`src/rtl/mux8_scan_ctrl_pkg.sv`:
```
// Shared constants and types for the 8:1 mux scan controller.
// Optional feature macro used elsewhere in this block: MUX8_SCAN_PARITY_EN.
package mux_scan_pkg;

    // Number of mux channels and width of the select bus.
    localparam int NUM_CH = 8;
    localparam int SEL_W  = 3;

    // Controller states.
    typedef enum logic [1:0] {
        IDLE = 2'd0,
        SCAN = 2'd1,
        HOLD = 2'd2
    } state_e;

    // Dwell counter width: ceil(log2(dwell)) bits, never narrower than 1 bit.
    function automatic int cnt_width(input int dwell);
        return (dwell <= 2) ? 1 : $clog2(dwell);
    endfunction

endpackage

```
`src/rtl/mux8_scan_ctrl_if.sv`:
```
// Mux-side and downstream-side signals of the scan controller, bundled.
// The slave modport is the controller's view; the master modport is the
// view of whatever surrounds it (mux plus downstream consumer).
// PARITY exists only when MUX8_SCAN_PARITY_EN is defined.
interface mux8_scan_ctrl_if;
    import mux_scan_pkg::*;

    logic              START;
    logic              READY;
    logic              Y;
    logic              S0;
    logic              S1;
    logic              S2;
    logic              BUSY;
    logic              VALID;
    logic [NUM_CH-1:0] DATA;
`ifdef MUX8_SCAN_PARITY_EN
    logic              PARITY;

    modport slave (
        input  START, READY, Y,
        output S0, S1, S2, BUSY, VALID, DATA, PARITY
    );

    modport master (
        output START, READY, Y,
        input  S0, S1, S2, BUSY, VALID, DATA, PARITY
    );
`else
    modport slave (
        input  START, READY, Y,
        output S0, S1, S2, BUSY, VALID, DATA
    );

    modport master (
        output START, READY, Y,
        input  S0, S1, S2, BUSY, VALID, DATA
    );
`endif

endinterface

```
`src/rtl/mux8_scan_ctrl_dwell_cnt.sv`:
```
// Dwell timer: counts cycles while enabled and raises expire_o on the
// cycle where the count equals DWELL-1, then wraps to zero on that edge.
// DWELL must lie in 1..255; 0 is not a legal setting.
module mux_scan_dwell_cnt
    import mux_scan_pkg::*;
#(
    parameter int DWELL = 2
) (
    input  logic clk,
    input  logic rst_n,
    input  logic clr_i,
    input  logic en_i,
    output logic expire_o
);

    localparam int               CNT_W = cnt_width(DWELL);
    localparam logic [CNT_W-1:0] LAST  = CNT_W'(DWELL - 1);

    logic [CNT_W-1:0] cnt_q;
    logic [CNT_W-1:0] cnt_d;

    // Expiry is a pure decode of the current count, gated by enable.
    assign expire_o = en_i && (cnt_q == LAST);

    // Next count: clear wins, expiry wraps, otherwise advance when enabled.
    always_comb begin
        // NOTE: default assignment first so no path leaves cnt_d unassigned (no latch).
        cnt_d = cnt_q;
        if (clr_i) begin
            cnt_d = '0;
        end else if (expire_o) begin
            cnt_d = '0;
        end else if (en_i) begin
            cnt_d = cnt_q + 1'b1;
        end
    end

    // Count register.
    always_ff @(posedge clk or negedge rst_n) begin
        // NOTE: non-blocking assignments so every register samples pre-edge values.
        if (!rst_n) begin
            cnt_q <= '0;
        end else begin
            cnt_q <= cnt_d;
        end
    end

endmodule

```
`src/rtl/mux8_scan_ctrl.sv`:
```
// Scan sequencer for an external 8:1 mux. Walks the select lines through
// channels 0..7, holding each for DWELL cycles, samples Y into a shadow
// byte and presents the finished byte with a VALID/READY handshake.
// Define MUX8_SCAN_PARITY_EN to add a registered even-parity output.
module mux8_scan_ctrl
    import mux_scan_pkg::*;
#(
    parameter int DWELL = 2
) (
    input  logic                   CLK,
    input  logic                   RST_N,
    mux8_scan_ctrl_if.slave        bus
);

    state_e            state_q;
    logic [SEL_W-1:0]  sel_q;
    logic              busy_q;
    logic              valid_q;
    logic [NUM_CH-1:0] shadow_q;
    logic [NUM_CH-1:0] shadow_d;
    logic [NUM_CH-1:0] data_q;
    logic              expire;
`ifdef MUX8_SCAN_PARITY_EN
    logic              parity_q;
`endif

    // Dwell timer runs only in SCAN and is held at zero everywhere else,
    // so every scan starts counting from zero on the edge after START.
    mux_scan_dwell_cnt #(
        .DWELL (DWELL)
    ) u_dwell (
        .clk      (CLK),
        .rst_n    (RST_N),
        .clr_i    (state_q != SCAN),
        .en_i     (state_q == SCAN),
        .expire_o (expire)
    );

    // Shadow byte with the current channel's sample merged in; used both to
    // update the shadow and to load DATA on the final channel in one edge.
    always_comb begin
        shadow_d = shadow_q;
        if (expire) begin
            shadow_d[sel_q] = bus.Y;
        end
    end

    // Controller FSM with registered select, busy, valid and data outputs.
    always_ff @(posedge CLK or negedge RST_N) begin
        if (!RST_N) begin
            state_q  <= IDLE;
            sel_q    <= '0;
            busy_q   <= 1'b0;
            valid_q  <= 1'b0;
            // NOTE: the shadow byte is fully rewritten each scan, but it is
            // reset anyway so a scan aborted by reset leaves no stale bits.
            shadow_q <= '0;
            data_q   <= '0;
`ifdef MUX8_SCAN_PARITY_EN
            parity_q <= 1'b0;
`endif
        end else begin
            case (state_q)
                IDLE: begin
                    if (bus.START) begin
                        state_q <= SCAN;
                        sel_q   <= '0;
                        busy_q  <= 1'b1;
                    end
                end

                SCAN: begin
                    // START and READY are deliberately not looked at here.
                    if (expire) begin
                        shadow_q <= shadow_d;
                        if (sel_q == SEL_W'(NUM_CH - 1)) begin
                            state_q  <= HOLD;
                            sel_q    <= '0;
                            busy_q   <= 1'b0;
                            valid_q  <= 1'b1;
                            data_q   <= shadow_d;
`ifdef MUX8_SCAN_PARITY_EN
                            parity_q <= ^shadow_d;
`endif
                        end else begin
                            sel_q <= sel_q + 1'b1;
                        end
                    end
                end

                HOLD: begin
                    // Word transfers on the first edge with READY high.
                    if (bus.READY) begin
                        state_q <= IDLE;
                        valid_q <= 1'b0;
                    end
                end

                default: begin
                    state_q <= IDLE;
                    sel_q   <= '0;
                    busy_q  <= 1'b0;
                    valid_q <= 1'b0;
                end
            endcase
        end
    end

    // Drive the bus straight from registers.
    assign bus.S0    = sel_q[0];
    assign bus.S1    = sel_q[1];
    assign bus.S2    = sel_q[2];
    assign bus.BUSY  = busy_q;
    assign bus.VALID = valid_q;
    assign bus.DATA  = data_q;
`ifdef MUX8_SCAN_PARITY_EN
    assign bus.PARITY = parity_q;
`endif

endmodule

```
`src/flat_wrapper.sv`:
```
// flat-port wrapper written by rule: the top's interface ports become plain ports
module mux8_scan_ctrl_flat import mux_scan_pkg::*;
#(
    parameter int DWELL = 2
)
  (CLK, RST_N, bus_START, bus_READY, bus_Y, bus_S0, bus_S1, bus_S2, bus_BUSY, bus_VALID, bus_DATA);
  mux8_scan_ctrl_if bus_i ();
  input  logic CLK;
  input  logic RST_N;
  input wire logic [$bits(bus_i.START)-1:0] bus_START;
  input wire logic [$bits(bus_i.READY)-1:0] bus_READY;
  input wire logic [$bits(bus_i.Y)-1:0] bus_Y;
  output wire logic [$bits(bus_i.S0)-1:0] bus_S0;
  output wire logic [$bits(bus_i.S1)-1:0] bus_S1;
  output wire logic [$bits(bus_i.S2)-1:0] bus_S2;
  output wire logic [$bits(bus_i.BUSY)-1:0] bus_BUSY;
  output wire logic [$bits(bus_i.VALID)-1:0] bus_VALID;
  output wire logic [$bits(bus_i.DATA)-1:0] bus_DATA;
  assign bus_i.START = bus_START;
  assign bus_i.READY = bus_READY;
  assign bus_i.Y = bus_Y;
  assign bus_S0 = bus_i.S0;
  assign bus_S1 = bus_i.S1;
  assign bus_S2 = bus_i.S2;
  assign bus_BUSY = bus_i.BUSY;
  assign bus_VALID = bus_i.VALID;
  assign bus_DATA = bus_i.DATA;
  mux8_scan_ctrl #(.DWELL(DWELL)) u_core (.CLK(CLK), .RST_N(RST_N), .bus(bus_i));
endmodule
```
`config.mk`:
```
export PLATFORM = sky130hd
export DESIGN_NAME = mux8_scan_ctrl_flat
export DESIGN_NICKNAME = d
export VERILOG_FILES = /design/src/rtl/mux8_scan_ctrl_pkg.sv /design/src/rtl/mux8_scan_ctrl_if.sv /design/src/rtl/mux8_scan_ctrl_dwell_cnt.sv /design/src/rtl/mux8_scan_ctrl.sv /design/src/flat_wrapper.sv
export SDC_FILE = /design/constraint.sdc
export NUM_CORES = 1
export LEC_CHECK = 0
export CORE_ASPECT_RATIO = 0.75
export CORE_UTILIZATION = 50
export CTS_BUF_LIST = sky130_fd_sc_hd__clkbuf_2
export DETAILED_ROUTE_END_ITERATION = 10
export PLACE_DENSITY = 0.82
export SETUP_SLACK_MARGIN = 0.02
export SLEW_MARGIN = 10
export SYNTH_ARGS = -nofsm -noshare
export SYNTH_HDL_FRONTEND = slang
export SYNTH_SLANG_ARGS = --single-unit
```
`constraint.sdc`:
```
create_clock -name CLK -period 1.6 [get_ports CLK]
set_input_delay 0.24 -clock CLK [delete_from_list [all_inputs] [get_ports CLK]]
set_output_delay 0.24 -clock CLK [all_outputs]
set_load 0.005 [all_outputs]
```
==> Yosys cells after proc, flatten, opt, wreduce, memory -nomap -nowiden <==
Cells that the tools add are included.
{ "word_totals": {"in_bits": 5, "reg_bits": 24, "output_inout_bits": 13, "wordCells": 54} }
{ "classes": {"n_mux": 23, "n_addsub": 2, "reduce_logical": 10, "magnitude_cmp": 2, "n_bitwise": 2, "n_eq_ne": 8} }
{ "ops": {"columns": ["cell", "n"], "rows": [
  ["$reduce_and A4 Y1", 3],
  ["$mux W1", 10],
  ["$mux W3", 3],
  ["$pmux W3 S3", 1],
  ["$bwmux W8", 1],
  ["$mux W2", 4],
  ["$ne A2 B1 Y1 const B", 3],
  ["$pmux W1 S3", 2],
  ["$pmux W2 S3", 1],
  ["$reduce_and A3 Y1", 2],
  ["$lt A3 B4 Y1 const B", 1],
  ["$ne A2 B2 Y1 const B", 2],
  ["$add A3 B1 Y3 const B", 1],
  ["$demux W1 S3", 1],
  ["$eq A3 B3 Y1 const B", 1],
  ["$ge A3 B1 Y1 const B", 1],
  ["$reduce_bool A3 Y1", 1],
  ["$eq A2 B1 Y1 const B", 1],
  ["$eq A2 B2 Y1 const B", 1],
  ["$logic_and A1 B1 Y1", 2],
  ["$logic_not A2 Y1", 1],
  ["$not A1 Y1", 2],
  ["$reduce_and A2 Y1", 1],
  ["$add A1 B1 Y1 const B", 1]
]} }

==> Longest topological paths before layout <==
Gate-level depths: netlist of run 1.
{ "logic_depth": {"word_depth": 5, "mapped_depth": 7, "ltp_nobuf": 5} }

==> By module <==
Synthesis of run 1 repeated with hierarchy kept, for this count alone.
{ "unflattened": {"hier_cells": 112, "area_unflattened_um2": 1255.0} }
{ "by_module_without_submodules": {"columns": ["module", "cells_per_inst", "instances", "area_each_um2", "seq_area_each_um2"], "rows": [
  ["mux8_scan_ctrl", 108, 1, 1209.9, 575.6],
  ["mux_scan_dwell_cnt", 4, 1, 45.0, 25.0]
]} }

==> Least setup slack after synthesis of run 1 <==
OpenSTA, ideal clock, no wires.
{ "synth_path": {"path_kind": "register -> register", "from": "reg u_core.sel_q[1]", "to": "reg u_core.valid_q (netlist: u_core.bus.VALID)", "required_time_ns": 1.482, "synth_period_minus_slack_ns": 1.531, "stages_incl_launch_ff": 7, "arrival_time_ns": 1.413, "setup_slack_ns": 0.069, "path_buffers": 2, "setup_ns": 0.118, "cell_sequence": "dfrtp_1 -> ha_1 -> ha_1 -> and4b_1 -> buf_6 -> buf_6 -> a21o_1"} }
{ "synth_via": {"elab_chain_cells": 3} }
{ "synth_rtl": {"columns": ["element", "line_no", "source"], "rows": [
  ["from (decl)", "mux8_scan_ctrl.sv:16", "logic [SEL_W-1:0] sel_q;"],
  ["from (signal assigned)", "mux8_scan_ctrl.sv:86", "sel_q <= sel_q + 1'b1;"],
  ["$eq A3 B3 Y1", "mux8_scan_ctrl.sv:76", "if (sel_q == SEL_W'(NUM_CH - 1)) begin"],
  ["$ne A2 B1 Y1 (no line)", null, null],
  ["$reduce_and A4 Y1 (no line)", null, null],
  ["to (signal assigned)", "mux8_scan_ctrl.sv:80", "valid_q <= 1'b1;"],
  ["to (signal assigned)", "mux8_scan_ctrl.sv:95", "valid_q <= 1'b0;"],
  ["to (signal assigned)", "mux8_scan_ctrl.sv:103", "valid_q <= 1'b0;"],
  ["to (decl)", "mux8_scan_ctrl.sv:18", "logic valid_q;"]
]} }
Every way passes these cells.
A chain may end at the register's enable or synchronous reset.

==> Worst setup path after layout of run 1 <==
{ "layout_path": {"from": "reg u_core.sel_q[1]", "to": "reg u_core.data_q[4] (netlist: u_core.bus.DATA[4])"} }
{ "layout_via": {"elab_chain_cells": 5, "elab_cells_between_ends": 8, "classes_between": "2 x order compare; 1 x eq/ne; 3 x mux; 2 x reduce/logical"} }
{ "layout_rtl": {"columns": ["element", "line_no", "source"], "rows": [
  ["$lt A3 B4 Y1 (not written as such) / $ge A3 B1 Y1 (equally long branches)", "mux8_scan_ctrl.sv:44", "shadow_d[sel_q] = bus.Y;"],
  ["$logic_and A1 B1 Y1 (not written as such)", "mux8_scan_ctrl.sv:44", null],
  ["$mux W1 (not written as such)", "mux8_scan_ctrl.sv:44", null],
  ["$demux W1 S3", null, null],
  ["$bwmux W8", "mux8_scan_ctrl.sv:44", null],
  ["to (signal assigned)", "mux8_scan_ctrl.sv:81", "data_q <= shadow_d;"],
  ["to (decl)", "mux8_scan_ctrl.sv:21", "logic [NUM_CH-1:0] data_q;"]
]} }
Several ways; a longest one is shown, not always the timed one.

==> run_results.csv, run 1 <==
group,metric,value,unit
outcome,status,"completed",
worst_setup_path,arrival,1.79,ns
sta,skew,0.0357,ns
worst_setup_path,worstSetupEndpointType,"flip-flop",
floorplan,ioPinCount,18,
placement,place.detailed.hpwl,1670,microns
synthesis,synth_fp_nets,118,
floorplan,die_h,44.6,microns
global_route,grt_pass1_wl,3720,microns
sta,min_period_over_period,0.959,
final_layout,final_cell_mix,"dfrtp_1 (22), buf_4 (16), nor2_1 (13)",
run,max_cap_viol_count,0,
synthesis,synth_area_per_cell,10.9,sq um
final_layout,area_growth,29.6,%
power,pwr-share-clk,0.130,
power,p_leak,0.000735,uW
cts,insertion_delay,0.37,ns
global_route,grt_max_degree,25,
routing,drc,0,
final_layout,drive_above_1_share,0.254,
synthesis,syn_inst,111,
sta,hold_viol,0,
worst_hold_path,min_path_type,"input pin to asynchronous set/reset pin",
sta,maxSlewViolCount,0,
routing,wirelength,2490,microns
synthesis,post_synth_num_cell_types,32,
cts,cts_sinks,24,
sta,finalSetupTns,0,ns
cts,cts_tree,"built",
power,power.net_switching,1090,uW
floorplan,die-width,58.8,microns
placement,io_buffers,17,
cts,htree_levels,1,
floorplan,dieArea,2620,sq um
cts,clk_pin_slew_worst_paths,0.25,ns
final_layout,fin_nets,150,
cts,cts_hold_buf,0,
synthesis,syn_area,1210,sq um
routing,vias,958,
global_route,grt_antenna_before_repair,0,
synthesis,seq_area_frac_synth,0.496,
cts,cts_inserted_buffers,3,
power,peakVddDrop,1110,uV
routing,ant_nets,0,
power,p_int,2040,uW
routing,routedWlPerCell,14.1,microns
worst_setup_path,crit_type,"flip-flop to flip-flop",
routing,drt_first_iter_violations,32,
synthesis,ys_warn_count,0,
sta,fmax,0.652,GHz
power,power_density,1990,nW/um^2
floorplan,coreArea,2290,sq um
floorplan,rows,15,
final_layout,final_common_cell,"dfrtp_1",
placement,finalWeightedCongestion,0.890,
power,p_comb_frac,0.512,
sta,rsz0062_at_grt,"false",
routing,routed_via_density,5.44,
sta,finalCriticalPeriod,1.53,ns
final_layout,n_antenna_cell,0,
sta,setup_viol,0,
cts,clk_path_buf_depth,2,
synthesis,ys_seq_elements,24,
worst_setup_path,crit_required,1.86,ns
global_route,grt_pass1_vias,812,
power,pwr-share-seq,0.357,
sta,worstMarginPinSlew,0.298,ns
worst_setup_path,cp-start-kind,"flip-flop",
final_layout,fin_cells,176,
floorplan,initial_core_util,0.528,
cts,cts_root_buffer,"clkbuf_2",
power,power_switching_share,0.348,
routing,drt-pass1-iter-count,4,
global_route,grt.overflow.total,0,
worst_setup_path,cp_max_fo,6,
global_route,gr-usage-all-layers,0.194,
sta,max_slew_margin,0.801,
placement,placed_cells,162,
[cells in the mapped netlist]
master	instances	area share
o2bb2ai_1	3	0.022
mux2i_1	3	0.025
a21oi_1	2	0.0083
o31ai_1	2	0.012
buf_4	1	0.0062
inv_1	1	0.0031
nor2_1	13	0.040
buf_6	3	0.028
buf_2	2	0.0083
nand2_1	8	0.025
ha_1	2	0.021
nand3_1	2	0.0083
a21boi_0	3	0.019
and2_1	1	0.0052
clkbuf_4	1	0.0062
mux2_4	4	0.050
nand3_2	1	0.0083
nand4b_1	1	0.0072
clkbuf_1	1	0.0031
o21ai_0	8	0.033
o22a_1	3	0.022
nand2b_1	4	0.021
a311oi_1	1	0.0072
nor3_1	1	0.0041
a21o_1	2	0.012
and4b_1	1	0.0083
and4bb_2	1	0.010
nor2b_1	3	0.016
dfrtp_1	24	0.50
mux2_2	4	0.037
a31oi_1	4	0.021
a2bb2oi_1	1	0.0072
[registers in the layout, indices dropped and copies added (netlist names)]
| name | count |
|---|---|
| u_core.state_q | 2 |
| u_core.sel_q | 3 |
| u_core.u_dwell.cnt_q | 1 |
| u_core.bus.DATA | 8 |
| u_core.bus.BUSY | 1 |
| u_core.bus.VALID | 1 |
| u_core.shadow_q | 8 |
[per-stage QoR]
stage | cell area (sq um) | total power [uW] | util | hold slack, ns | worst slack [ns]
finish | 1570 | 3130 | 0.685 | 0.168 | 0.0652
global placement | 1420 | 2510 | 0.620 | 0.469 | 0.0996
global route | 1570 | 3330 | 0.685 | 0.164 | 0.000470
CTS | 1500 | 3040 | 0.656 | 0.173 | 0.00511
detailed placement | 1420 | 2550 | 0.620 | 0.475 | 0.0642
floorplan | 1210 | 2010 | - | -0.0556 | 0.0692
[cells by family (layout without fill, tap and decap cells)]
logic type / Yosys count / in the layout / share of synthesized area
buffers and inverters: 9 / 40 / 0.0548
multiplexers: 11 / 11 / 0.112
flip-flops: 24 / 24 / 0.496
AND/OR/NAND/NOR: 36 / 36 / 0.153
adder cells (fa/ha/maj): 2 / 2 / 0.0207
AO/OA/AOI/OAI: 29 / 29 / 0.163
[final timing paths]
kind                             startpoint                 end  slack, ns  cells after the start
min                                   RST_N  u_core.shadow_q[1]       0.17                      2
max reg2reg                 u_core.sel_q[1]  u_core.bus.DATA[4]       0.07                      5
max                         u_core.sel_q[1]  u_core.bus.DATA[4]       0.07                      5
min reg2reg                u_core.bus.VALID    u_core.bus.VALID       0.52                      1
max in group asynchronous             RST_N     u_core.sel_q[2]       1.14                      2
min in group CLK                  bus_START     u_core.bus.BUSY       0.46                      3
[cell type report]
class / instances / area, sq um
clock buffer: 3 / 15.0
timing repair buffer: 35 / 327
sequential: 24 / 603
clock inverter: 1 / 30.0
multi-input combinational: 78 / 547
fill: 180 / 722
inverter: 1 / 3.75
tap: 34 / 42.5
[power by group through the flow]
stage	clock (uW)	sequential, uW	combinational, uW
finish	407	1120	1600
global route	447	1160	1730
CTS	415	1120	1510
detailed placement	0	1130	1420
global placement	0	1120	1390
floorplan	0	1090	924
[critical path, stage by stage (launching register included)]
cell	delay, ns
dfrtp_1	0.44
ha_1	0.21
ha_2	0.20
and4b_2	0.27
buf_4	0.15
o22a_1	0.19
[routing by layer]
layer  global-route usage  wire [microns]  vias to the layer above
met5                    0               0                        -
met4               0.0429              22                        0
met3               0.0526              87                        4
met2                0.311            1210                       25
met1                0.264            1170                      469
li1                     -               -                      460
[repair_timing]
action / in CTS / in global routing
setup buffers: 4 / 6
setup endpoints to repair: 3 / 18
gates resized for setup: 4 / 9
gates cloned: 0 / 0
endpoints found under the hold margin: 0 / 0
(Power assumes the default switching activity.)
==> run 2: changes to the inputs <==
--- a/config.mk
+++ b/config.mk
@@ -11,6 +11,7 @@
 export DETAILED_ROUTE_END_ITERATION = 10
 export PLACE_DENSITY = 0.82
 export SETUP_SLACK_MARGIN = 0.02
+export SKIP_CTS_REPAIR_TIMING = 1
 export SLEW_MARGIN = 10
 export SYNTH_ARGS = -nofsm -noshare
 export SYNTH_HDL_FRONTEND = slang
==> run 2 against run 1 <==
Utilization rose by 1.5 points; first-iteration DRC count down 9.4%; total power grew 3.0%; worst hold slack improved by 0.0055 ns; combinational power rose by 6%; fmax grew 0.74%; routed wire length is 3.6% higher; count of clock-buffer cells in the layout unchanged; critical path depth did not move; final cell count rose by 2.3%; clock skew is 0.0048 ns lower; critical endpoint unchanged.
==> run_results.csv, run 2 (synthesis results as in run 1) <==
group,metric,value,unit
worst_setup_path,r2r_slack,0.08,ns
sta,min_period_over_period,0.952,
routing,maxUsedRoutingLayer,"met4",
routing,drc,0,
power,p_leak,0.000769,uW
sta,skew,0.0309,ns
global_route,grt_antenna_before_repair,0,
outcome,status,"completed",
final_layout,fin_cells,180,
cts,clk_pin_slew_worst_paths,0.25,ns
placement,placed_cells,162,
floorplan,coreArea,2290,sq um
floorplan,die_h,44.6,microns
floorplan,ioPinCount,18,
sta,fmax,0.656,GHz
floorplan,dieArea,2620,sq um
final_layout,fin_util,0.699,
global_route,grt_pass1_wl,3580,microns
cts,insertion_delay,0.36,ns
cts,cts_root_buffer,"clkbuf_2",
routing,drt-pass1-iter-count,4,
power,power_density,2010,nW/um^2
final_layout,drive_above_1_share,0.274,
placement,placed_area,1420,sq um
cts,cts_tree,"built",
worst_setup_path,crit_type,"flip-flop to flip-flop",
worst_setup_path,reg2reg_to,"u_core.bus.DATA[4]",
sta,maxSlewViolCount,0,
cts,cts_inserted_buffers,3,
routing,route.met2.wl,1270,microns
worst_setup_path,cp_max_fo,6,
routing,ant_nets,0,
routing,met1_length,1160,microns
floorplan,initial_core_util,0.528,
global_route,grt_pass1_vias,767,
floorplan,rows,15,
sta,worstMarginPinSlew,0.300,ns
worst_setup_path,crit_buf_inv,1,
global_route,grt.overflow.total,0,
final_layout,n_antenna_cell,0,
global_route,gr-usage-all-layers,0.188,
worst_hold_path,min_path_type,"input pin to asynchronous set/reset pin",
worst_setup_path,reg2reg_depth,5,
worst_setup_path,crit_required,1.86,ns
cts,cts_sinks,24,
final_layout,final_cell_mix,"dfrtp_1 (22), buf_4 (20), nor2_1 (13)",
floorplan,die-width,58.8,microns
cts,htree_levels,1,
placement,place.detailed.hpwl,1670,microns
routing,wl_met3,120,microns
routing,drt_first_iter_violations,29,
final_layout,fill_cells,174,
sta,setup_viol,0,
sta,max_slew_margin,0.800,
worst_setup_path,crit_slowest_cell,"dfrtp_1",
final_layout,finalInstanceArea,1600,sq um
power,peakVddDrop,1020,uV
worst_setup_path,cp-start-kind,"flip-flop",
sta,hold_viol,0,
worst_setup_path,cp_cell_sequence,"ha_1, ha_2, and4b_2, buf_4, o22a_1",
sta,whs,0.173,ns
worst_setup_path,cpPeakStageDelay,0.44,ns
run,max_cap_viol_count,0,
routing,routedWlPerCell,14.3,microns
cts,clk_path_buf_depth,2,
worst_setup_path,critPathTopFamily,"flip-flops",
worst_setup_path,cp-endpoint,"u_core.bus.DATA[4]",
worst_setup_path,worstSetupStartpoint,"u_core.sel_q[1]",
worst_setup_path,worstSetupEndpointType,"flip-flop",
routing,routed_via_density,5.41,
final_layout,area_growth,32.4,%
final_layout,final_common_cell,"dfrtp_1",
final_layout,fin_nets,154,
worst_setup_path,r2r_start,"u_core.sel_q[1]",
worst_setup_path,arrival,1.78,ns
global_route,grt_max_degree,25,
routing,vias,973,
routing,wirelength,2580,microns
power,power.total,3220,uW
placement,io_buffers,17,
sta,finalCriticalPeriod,1.52,ns
placement,finalWeightedCongestion,0.890,
worst_setup_path,crit_cells,5,
==> run 2: cell count changes in the layout (fill, tap and decap cells not counted) <==
| cell | before | now |
|---|---|---|
| buf_4 | 16 | 20 |
| dlymetal6s2s_1 | 6 | 7 |
| dlygate4sd2_1 | 1 | 0 |
==> run 2: worst min path at each step <==
stage                          start            endpoint  slack, ns  depth (start not counted)
floorplan                      RST_N     u_core.bus.BUSY      -0.06                          0
global placement    u_core.bus.VALID    u_core.bus.VALID       0.47                          1
detailed placement  u_core.bus.VALID    u_core.bus.VALID       0.48                          1
CTS                            RST_N  u_core.bus.DATA[1]       0.17                          2
global route                   RST_N  u_core.bus.DATA[6]       0.16                          2
finish                         RST_N  u_core.shadow_q[1]       0.17                          2
==> run 2: final cells by class <==
class / instances / area (sq um) / share of cell area
multi-input cells: 78 / 547 / 0.341
inverters: 1 / 3.75 / 0.00234
flip-flops and latches: 24 / 603 / 0.377
well taps: 34 / 42.5 / 0.0266
clock inverters: 1 / 30.0 / 0.0187
repair buffers: 39 / 360 / 0.225
clock buffers: 3 / 15.0 / 0.00937
==> run 2: per-stage QoR <==
stage	TNS [ns]	setup WS, ns
after detailed placement	0	0.0642
after CTS	-0.287	-0.121
after global routing	-0.00271	-0.00204
after floorplan	0	0.0692
after global placement	0	0.0996
final	0	0.0765
==> run 2: power breakdown <==
part	total [uW]	switching [uW]	internal (uW)
Combinational	1690	704	989
Clock	405	190	215
Sequential	1120	222	902
==> run 2: routing by layer <==
| metal | global-route usage | vias to the layer above |
|---|---|---|
| met5 | 0 | - |
| met4 | 0.0429 | 0 |
| met3 | 0.0526 | 4 |
| met2 | 0.275 | 28 |
| met1 | 0.277 | 475 |
| li1 | - | 466 |
==> run 3: changes to the inputs <==
--- a/config.mk
+++ b/config.mk
@@ -8,9 +8,9 @@
 export CORE_ASPECT_RATIO = 0.75
 export CORE_UTILIZATION = 50
 export CTS_BUF_LIST = sky130_fd_sc_hd__clkbuf_2
+export CTS_CLUSTER_SIZE = 30
 export DETAILED_ROUTE_END_ITERATION = 10
 export PLACE_DENSITY = 0.82
-export SETUP_SLACK_MARGIN = 0.02
 export SKIP_CTS_REPAIR_TIMING = 1
 export SLEW_MARGIN = 10
 export SYNTH_ARGS = -nofsm -noshare
==> run 3 against run 2 <==
Total power fell by 2.1%; non-clock buffer count decreased by 4; first-iteration DRC count is 31% higher; final area down 2.6%; count of clock-buffer cells in the layout unchanged; sequential share of layout area rose by 0.92 points; final cell count fell by 2.2%; via count down 0.31%; worst setup slack worse by 0.011 ns; clock power about the same.
==> run_results.csv, run 3 (synthesis results as in run 1) <==
group,metric,value,unit
outcome,status,"completed",
final_layout,finalInstanceArea,1560,sq um
floorplan,rows,15,
global_route,grt_antenna_before_repair,0,
final_layout,drive_above_1_share,0.246,
worst_setup_path,crit_slowest_cell,"clkdlybuf4s50_1",
worst_setup_path,reg2reg_to,"u_core.bus.DATA[4]",
final_layout,n_antenna_cell,0,
worst_setup_path,worstSetupEndpointType,"primary output",
cts,htree_levels,1,
sta,finalCriticalPeriod,1.53,ns
sta,hold_viol,0,
sta,fin_ws,0.0658,ns
routing,maxUsedRoutingLayer,"met4",
worst_setup_path,cp_cell_sequence,"clkdlybuf4s50_1",
sta,skew,0.0326,ns
final_layout,area_growth,29.0,%
routing,route.met2.wl,1180,microns
worst_setup_path,reg2reg_depth,5,
routing,routed_via_density,5.51,
routing,met1_length,1180,microns
routing,routedWlPerCell,14.1,microns
routing,wl_met3,88,microns
routing,drt_first_iter_violations,38,
worst_setup_path,arrival,1.29,ns
placement,dp_slack,0.0642,ns
floorplan,ioPinCount,18,
cts,cts_sinks,24,
floorplan,die_h,44.6,microns
cts,insertion_delay,0.37,ns
floorplan,coreArea,2290,sq um
worst_setup_path,critPathTopFamily,"buffers and inverters",
global_route,grt_max_degree,25,
floorplan,die-width,58.8,microns
sta,setup_viol,0,
placement,place.detailed.hpwl,1670,microns
worst_setup_path,worstSetupStartpoint,"u_core.sel_q[2]",
sta,maxSlewViolCount,0,
final_layout,fin_nets,150,
final_layout,final_cell_mix,"dfrtp_1 (23), buf_4 (16), clkdlybuf4s50_1 (14)",
sta,finalSetupTns,0,ns
cts,cts_root_buffer,"clkbuf_2",
global_route,grt.overflow.total,0,
worst_hold_path,min_path_type,"input pin to asynchronous set/reset pin",
worst_setup_path,r2r_start,"u_core.sel_q[1]",
sta,max_slew_margin,0.796,
global_route,grt_pass1_wl,3580,microns
worst_setup_path,crit_type,"flip-flop to primary output",
placement,finalWeightedCongestion,0.890,
routing,ant_nets,0,
worst_setup_path,crit_cells,1,
worst_setup_path,crit_buf_inv,1,
power,power_density,2020,nW/um^2
final_layout,regArea,602,sq um
power,peakVddDrop,1000,uV
cts,cts_inserted_buffers,3,
sta,min_period_over_period,0.959,
worst_setup_path,cpPeakStageDelay,0.51,ns
power,p_leak,0.000714,uW
worst_setup_path,cp-endpoint,"bus_S2",
worst_setup_path,r2r_slack,0.07,ns
floorplan,initial_core_util,0.528,
global_route,gr-usage-all-layers,0.188,
routing,vias,970,
placement,io_buffers,17,
final_layout,multi_input_area,547,sq um
power,power.total,3150,uW
routing,drc,0,
cts,clk_pin_slew_worst_paths,0.25,ns
run,max_cap_viol_count,0,
sta,worstMarginPinSlew,0.306,ns
worst_setup_path,crit_required,1.36,ns
global_route,grt_pass1_vias,767,
worst_setup_path,cp-start-kind,"flip-flop",
cts,cts_tree,"built",
placement,placed_area,1420,sq um
routing,drt-pass1-iter-count,4,
sta,fmax,0.652,GHz
worst_setup_path,cp_max_fo,5,
routing,wirelength,2480,microns
floorplan,dieArea,2620,sq um
final_layout,final_common_cell,"dfrtp_1",
cts,clk_path_buf_depth,2,
final_layout,fill_cells,181,
run 3: changes by cell type in the layout (fill, tap and decap cells not counted), sizes merged:
cell | previous run | this run
buf | 22 | 18
clkdlybuf4s50 | 10 | 14
dlymetal6s2s | 7 | 3
run 3: layout make-up:
| cell class | instances | area share |
|---|---|---|
| flip-flops and latches | 24 | 0.386 |
| clock inverters | 1 | 0.0192 |
| multi-input cells | 78 | 0.350 |
| clock buffers | 3 | 0.00962 |
| well taps | 34 | 0.0273 |
| inverters | 1 | 0.00241 |
| repair buffers | 35 | 0.205 |
run 3: worst min path at each step:
stage	startpoint	slack [ns]	depth (start not counted)	endpoint
2_1_floorplan	RST_N	-0.06	0	u_core.bus.BUSY
6_report	RST_N	0.17	2	u_core.shadow_q[1]
5_1_grt	RST_N	0.16	2	u_core.bus.DATA[6]
4_1_cts	RST_N	0.17	2	u_core.bus.DATA[1]
3_5_place_dp	u_core.bus.VALID	0.48	1	u_core.bus.VALID
3_3_place_gp	u_core.bus.VALID	0.47	1	u_core.bus.VALID
run 3: power by group:
group | switching (uW) | internal (uW) | leakage (uW)
clock network | 190 | 215 | 0.0000266
registers | 222 | 902 | 0.000277
logic | 676 | 950 | 0.000410
run 3: per-layer routing:
metal	global-route usage	vias up
met5	0	-
met4	0.0429	0
met3	0.0526	4
met2	0.275	28
met1	0.277	480
li1	-	458
run 3: metrics by stage:
| step | hold WS (ns) | instances | util |
|---|---|---|---|
| after floorplan | -0.0556 | 111 | - |
| after global placement | 0.469 | 162 | 0.620 |
| after detailed placement | 0.475 | 162 | 0.620 |
| after CTS | 0.174 | 166 | 0.640 |
| after global routing | 0.164 | 176 | 0.681 |
| final | 0.175 | 176 | 0.681 |
